`src/rtl/cpu_pkg.sv`:
```
// cpu_pkg: shared constants and types for the five-stage pipeline.
package cpu_pkg;
   localparam int XLEN   = 64;
   localparam int REG_AW = 5;

   typedef enum logic [0:0] {IDLE, ACCESS} mem_state_t;

   typedef struct packed {
      logic              valid;
      logic [REG_AW-1:0] rd;
      logic [XLEN-1:0]   loadedData;
      logic [XLEN-1:0]   results;
      logic              memToReg;
      logic              regWrite;
   } mem_wb_t;
endpackage

```
`src/rtl/mem_wb_reg.sv`:
```
// mem_wb_reg: MEM/WB pipeline register; a bubble clears the whole entry.
module mem_wb_reg
   import cpu_pkg::*;
(
   input  logic                       clk,
   input  logic                       rst_n,
   input  logic                       bubble_i,
   input  logic [$bits(mem_wb_t)-1:0] d_i,
   output logic [$bits(mem_wb_t)-1:0] q_o
);
   logic [$bits(mem_wb_t)-1:0] q_q;

   // Load the next entry every cycle, or all zeros for a bubble or reset.
   always_ff @(posedge clk)
      if (!rst_n || bubble_i) q_q <= '0;
      else q_q <= d_i;

   assign q_o = q_q;
endmodule

```
`src/rtl/mem_access_stage.sv`:
```
// mem_access_stage: MEM stage with req/ack data-memory handshake and MEM/WB register.
// Define MEM_TIMEOUT_EN to abort an access after TIMEOUT_CYCLES cycles without DmAck.
module mem_access_stage
   import cpu_pkg::*;
#(
   parameter int XLEN           = cpu_pkg::XLEN,
   parameter int TIMEOUT_CYCLES = 255
) (
   input  logic              clk,
   input  logic              rst_n,
   input  logic              ExValid,
   input  logic [XLEN-1:0]   ExResult,
   input  logic [XLEN-1:0]   ExStoreData,
   input  logic [REG_AW-1:0] ExReg,
   input  logic              ExMemRead,
   input  logic              ExMemWrite,
   input  logic              ExMemToReg,
   input  logic              ExRegWrite,
   output logic              MemStall,
   output logic              DmReq,
   output logic              DmWe,
   output logic [XLEN-1:0]   DmAddr,
   output logic [XLEN-1:0]   DmWData,
   input  logic              DmAck,
   input  logic [XLEN-1:0]   DmRData,
   output logic              WbValid,
   output logic [REG_AW-1:0] Reg,
   output logic [XLEN-1:0]   loadedData,
   output logic [XLEN-1:0]   Results,
   output logic              MemToReg,
   output logic              RegWrite,
   output logic              MemErr
);
`ifdef MEM_TIMEOUT_EN
   localparam bit TMO_EN = 1'b1;
`else
   localparam bit TMO_EN = 1'b0;
`endif
   localparam int CW = (TIMEOUT_CYCLES > 256) ? $clog2(TIMEOUT_CYCLES) : 8;

   mem_state_t        state_q, state_d;
   logic [XLEN-1:0]   addr_q, addr_d, wdata_q, wdata_d;
   logic [REG_AW-1:0] rd_q, rd_d;
   logic              we_q, we_d, m2r_q, m2r_d, rw_q, rw_d;
   logic [CW-1:0]     cnt_q, cnt_d;
   logic              err_q;
   logic              tmo, done, bubble, accept_mem;
   mem_wb_t           wb_d, wb_q;

   assign accept_mem = state_q == IDLE && ExValid && (ExMemRead || ExMemWrite);
   assign tmo        = TMO_EN && state_q == ACCESS && !DmAck && cnt_q == CW'(TIMEOUT_CYCLES - 1);
   assign done       = state_q == ACCESS && (DmAck || tmo);
   assign MemStall   = rst_n && (accept_mem || (state_q == ACCESS && !done));

   // Next state, access latches and the entry offered to MEM/WB.
   always_comb begin
      state_d = state_q;
      addr_d  = addr_q;
      wdata_d = wdata_q;
      rd_d    = rd_q;
      we_d    = we_q;
      m2r_d   = m2r_q;
      rw_d    = rw_q;
      cnt_d   = '0;
      wb_d    = '0;
      bubble  = 1'b1;
      if (accept_mem) begin
         state_d = ACCESS;
         addr_d  = ExResult;
         wdata_d = ExStoreData;
         rd_d    = ExReg;
         we_d    = ExMemWrite && !ExMemRead;
         m2r_d   = ExMemToReg;
         rw_d    = ExRegWrite;
      end else if (state_q == IDLE && ExValid) begin
         bubble = 1'b0;
         wb_d   = '{valid: 1'b1, rd: ExReg, loadedData: '0, results: ExResult,
                    memToReg: ExMemToReg, regWrite: ExRegWrite};
      end else if (state_q == ACCESS) begin
         cnt_d = cnt_q + 1'b1;
         if (done) begin
            state_d = IDLE;
            bubble  = 1'b0;
            wb_d    = '{valid: 1'b1, rd: rd_q, loadedData: (DmAck && !we_q) ? DmRData : '0,
                        results: addr_q, memToReg: m2r_q, regWrite: rw_q && !tmo};
         end
      end
   end

   // State and access registers; reset abandons any pending access.
   always_ff @(posedge clk)
      if (!rst_n) begin
         state_q <= IDLE;
         addr_q  <= '0;
         wdata_q <= '0;
         rd_q    <= '0;
         we_q    <= 1'b0;
         m2r_q   <= 1'b0;
         rw_q    <= 1'b0;
         cnt_q   <= '0;
         err_q   <= 1'b0;
      end else begin
         state_q <= state_d;
         addr_q  <= addr_d;
         wdata_q <= wdata_d;
         rd_q    <= rd_d;
         we_q    <= we_d;
         m2r_q   <= m2r_d;
         rw_q    <= rw_d;
         cnt_q   <= cnt_d;
         err_q   <= tmo;
      end

   mem_wb_reg u_mem_wb (
      .clk      (clk),
      .rst_n    (rst_n),
      .bubble_i (bubble),
      .d_i      (wb_d),
      .q_o      (wb_q)
   );

   assign DmReq      = state_q == ACCESS;
   assign DmWe       = we_q;
   assign DmAddr     = addr_q;
   assign DmWData    = wdata_q;
   assign MemErr     = err_q;
   assign WbValid    = wb_q.valid;
   assign Reg        = wb_q.rd;
   assign loadedData = wb_q.loadedData;
   assign Results    = wb_q.results;
   assign MemToReg   = wb_q.memToReg;
   assign RegWrite   = wb_q.regWrite;
endmodule

```
`config.mk`:
```
export PLATFORM = sky130hd
export DESIGN_NAME = mem_access_stage
export DESIGN_NICKNAME = d
export VERILOG_FILES = /design/src/rtl/cpu_pkg.sv /design/src/rtl/mem_wb_reg.sv /design/src/rtl/mem_access_stage.sv
export SDC_FILE = /design/constraint.sdc
export NUM_CORES = 1
export LEC_CHECK = 0
export CAP_MARGIN = 20
export CORE_AREA = 4 4 182 184
export CTS_BUF_LIST = sky130_fd_sc_hd__clkbuf_8
export CTS_CLUSTER_SIZE = 14
export DETAILED_ROUTE_END_ITERATION = 16
export DIE_AREA = 0 0 186 188
export PLACE_DENSITY = 0.73
export SLEW_MARGIN = 15
export SYNTH_ARGS = -nofsm -noshare
export SYNTH_HDL_FRONTEND = slang
export SYNTH_SLANG_ARGS = --single-unit
```
`constraint.sdc`:
```
create_clock -name clk -period 1.2 [get_ports clk]
set_input_delay 0.24 -clock clk [delete_from_list [all_inputs] [get_ports clk]]
set_output_delay 0.24 -clock clk [all_outputs]
set_load 0.01 [all_outputs]
```
==> impl_metrics.tcl <==
set metrics [dict create \
    holdPathEnd "u_mem_wb.q_o[66]" \
    cts_tree "yes" \
    final_cell_area_um2 18500 \
    clk_pin_slew_worst_paths_ns 0.06 \
    synthAdderAreaFrac_pct 0 \
    regArea_um2 5690 \
    clkSinkCount 273 \
    cpMaxStageDelayCell "dfxtp_4" \
    dieWidth_um 186 \
    placed_area_um2 14400 \
    worst_ep_required_time_ns 0.96 \
    relSlewSlack_pct 63.8 \
    ios 473 \
    ff2ff_path_depth 8 \
    yosysWarnings 0 \
    dr.first_iter.drc_count 483 \
    synth_top_family_by_area "compound AO/OA/AOI/OAI gates" \
    rsz0062_at_grt "yes" \
    clock_latency_ns 0.56 \
    totalWireLength_um 44500 \
    setup.worst_path.start_class "flip-flop" \
    worst_ep_arrival_time_ns 1.43 \
    final_cells 1915 \
    dieArea_um2 35000 \
    via_count 9658 \
    ant_nets 0 \
    end_kind "output port" \
    finalHoldViolCount 0 \
    ys_seq_area_share_pct 61.4 \
    hpwlAfterDp_um 25300 \
    cts_made_buffers 47 \
    min_path_type "input port to flip-flop" \
    dr.pass1.iters 5 \
    core_um2 31400 \
    nFillCells 2485 \
    rows 65 \
    multiInputGateArea_um2 3820 \
    synth.distinct_cells 23 \
    synth_fp_nets 1054 \
    synth_compound_area_share_pct 21.6 \
    grt_start_max_net_pins 65 \
    hold_ws_ns 0.248 \
    synthXorXnorAreaFrac_pct 0 \
    root_buffer "clkbuf_8" \
    synth-simple-area-share_pct 11.9 \
    maxSlewViolCount 0 \
    synth-seq-cells 273 \
    peakVddDrop_mv 0.977 \
    worst_pin_slew_ns 0.543 \
    cts_buffer_depth 3 \
    timing.fmax_mhz 599 \
    setup_violations 532 \
    drcViolationCount 0 \
    reg2reg_slack_ns -0.43 \
    finalCritPeriodShare_pct 139 \
    fin_ws_ns -0.470 \
    violations "setup timing" \
    r2r_end "u_mem_wb.q_o[106]" \
    syn_avg_cell_area_um2 10.5 \
    setup_tns_ns -99.59 \
    power_density_nw_per_um2 1290 \
    hold_path_depth 2 \
    post_drt_wl_per_cell_um 23.3 \
    power.leakage_nw 7.69 \
    grt_pass1_vias 9453 \
    grt_overflow_total 0 \
    period_needed_ns 1.67 \
    start_util_pct 28.3 \
    maxCapViolations 0 \
    grt.total_usage_pct 20.9 \
    synth_area_um2 8890 \
    slowest_delay_ns 0.37 \
    drive_gt1_share_pct 60.8 \
    htreeDepth 2 \
    globalplace.congestion 0.853 \
    status "complete, but fails checks" \
    numPortBuffers 471 \
    antenna_found_initial 6 \
    muxShareOfSynthArea_pct 0 \
    die_height_um 188 \
    crit_fanout 3 \
    vias_per_cell 5.04 \
    reg2reg_from "DmReq" \
    grt_pass1_wl_um 56900 \
    syn_to_final_growth_pct 108 \
    hold_start "DmRData[0]" \
    dpl.cell_count 1695 \
    nets 1676 \
    fin_skew_ns 0.0304 \
    crit_chain "nor2b_4 > a21oi_2 > nor2_2 > buf_2" \
    crit_type "flip-flop to output port" \
    synthCells 849 \
]
==> layout by cell type (no fill, tap or decap), types with 17 or more instances in the layout <==
| cell type | synthesis | routed |
|---|---|---|
| a22oi_1 | 71 | 17 |
| nand3_1 | 64 | 46 |
| clkbuf_16 | 0 | 26 |
| dfxtp_2 | 0 | 179 |
| a32o_1 | 71 | 70 |
| and2_1 | 65 | 26 |
| a22oi_2 | 0 | 54 |
| nor2_1 | 77 | 32 |
| a21oi_2 | 1 | 19 |
| nand3_2 | 0 | 18 |
| buf_6 | 7 | 206 |
| dfxtp_1 | 273 | 93 |
| a21oi_1 | 66 | 47 |
| nor2_2 | 0 | 38 |
| clkdlybuf4s50_1 | 0 | 204 |
| buf_12 | 0 | 28 |
| o21ai_1 | 0 | 24 |
| clkbuf_8 | 0 | 68 |
| o21ai_2 | 1 | 20 |
| and2_4 | 0 | 39 |
| buf_4 | 2 | 80 |
| buf_2 | 36 | 81 |
==> how the worst max path moves through the flow <==
stage | from | to | slack, ns | cells past startpoint
final | DmReq | MemStall | -0.47 | 4
after global routing | DmReq | MemStall | -0.53 | 4
after CTS | DmReq | MemStall | -0.47 | 4
after detailed placement | ExMemRead | MemStall | -0.85 | 5
after global placement | ExMemWrite | MemStall | -0.89 | 5
after floorplan | DmReq | u_mem_wb.q_o[100] | -0.07 | 5
==> layer usage <==
layer  wire, um  global-route usage [%]  vias to the layer above
met5         13                       0                        -
met4       2150                    10.4                        2
met3       4130                    6.63                      134
met2      22300                    36.2                      492
met1      16000                    23.0                     4680
li1           -                       -                     4350
==> final cells by class <==
| class | instances | area share [%] |
|---|---|---|
| flip-flops and latches | 273 | 30.8 |
| repair buffers | 661 | 40.0 |
| clock inverters | 18 | 0.697 |
| clock buffers | 68 | 5.06 |
| multi-input cells | 487 | 20.7 |
| inverters | 1 | 0.0203 |
| diodes | 5 | 0.0677 |
| well taps | 402 | 2.72 |
==> critical path, delay by kind of cell, from the launching register on <==
family	cells	cell delay [ns]
simple gates	2	0.31
flops	1	0.37
compound gates	1	0.05
buf+inv	1	0.18
==> power breakdown <==
part	switching (W)	total, W	internal (W)
Combinational	0.00199	0.00478	0.00279
Clock	0.00389	0.00932	0.00543
Sequential	0.000283	0.00983	0.00955
Total	0.00617	0.0239	0.0178
==> flip-flops by register name, summed over array words and instances, names as in the netlist <==
register      flops
DmWe              1
rw_q              1
rd_q              5
DmWData          64
u_mem_wb.q_o    136
m2r_q             1
DmAddr           64
DmReq             1
==> cell families (layout without fill, tap and decap cells) <==
family / Yosys count / count (layout)
flip-flops: 273 / 273
AO/OA/AOI/OAI: 275 / 275
other: 1 / 6
buffers and inverters: 89 / 748
AND/OR/NAND/NOR: 211 / 211
==> through the flow <==
stage	setup slack, ns	util, %	total power (W)
after global routing	-0.526	58.9	0.0248
after floorplan	-0.0658	-	0.0110
after detailed placement	-0.853	46.0	0.0131
final	-0.470	58.9	0.0239
after global placement	-0.888	46.0	0.0131
after CTS	-0.474	53.8	0.0233
==> timing repair <==
action | CTS | global route
gates cloned | 16 | 36
setup endpoints to repair | 539 | 539
buffers inserted | 65 | 16
gates resized for setup | 1555 | 257
hold buffers | 0 | 0
pin swaps | 23 | 61
==> cell usage after synthesis, drive strengths merged <==
cell type	n	area share, %
conb	1	0.042
a32o	71	8.0
nor2b	2	0.14
clkbuf	42	1.9
nor2	77	3.2
inv	1	0.042
nor3b	1	0.21
nand2b	1	0.070
dfxtp	273	61
a211oi	1	0.084
nand3	64	3.6
buf	46	3.1
and2	65	4.6
a21oi	67	3.8
o21ai	65	3.7
or2	1	0.070
a22oi	71	6.0
Note: power is estimated with default switching activity, not from simulation.
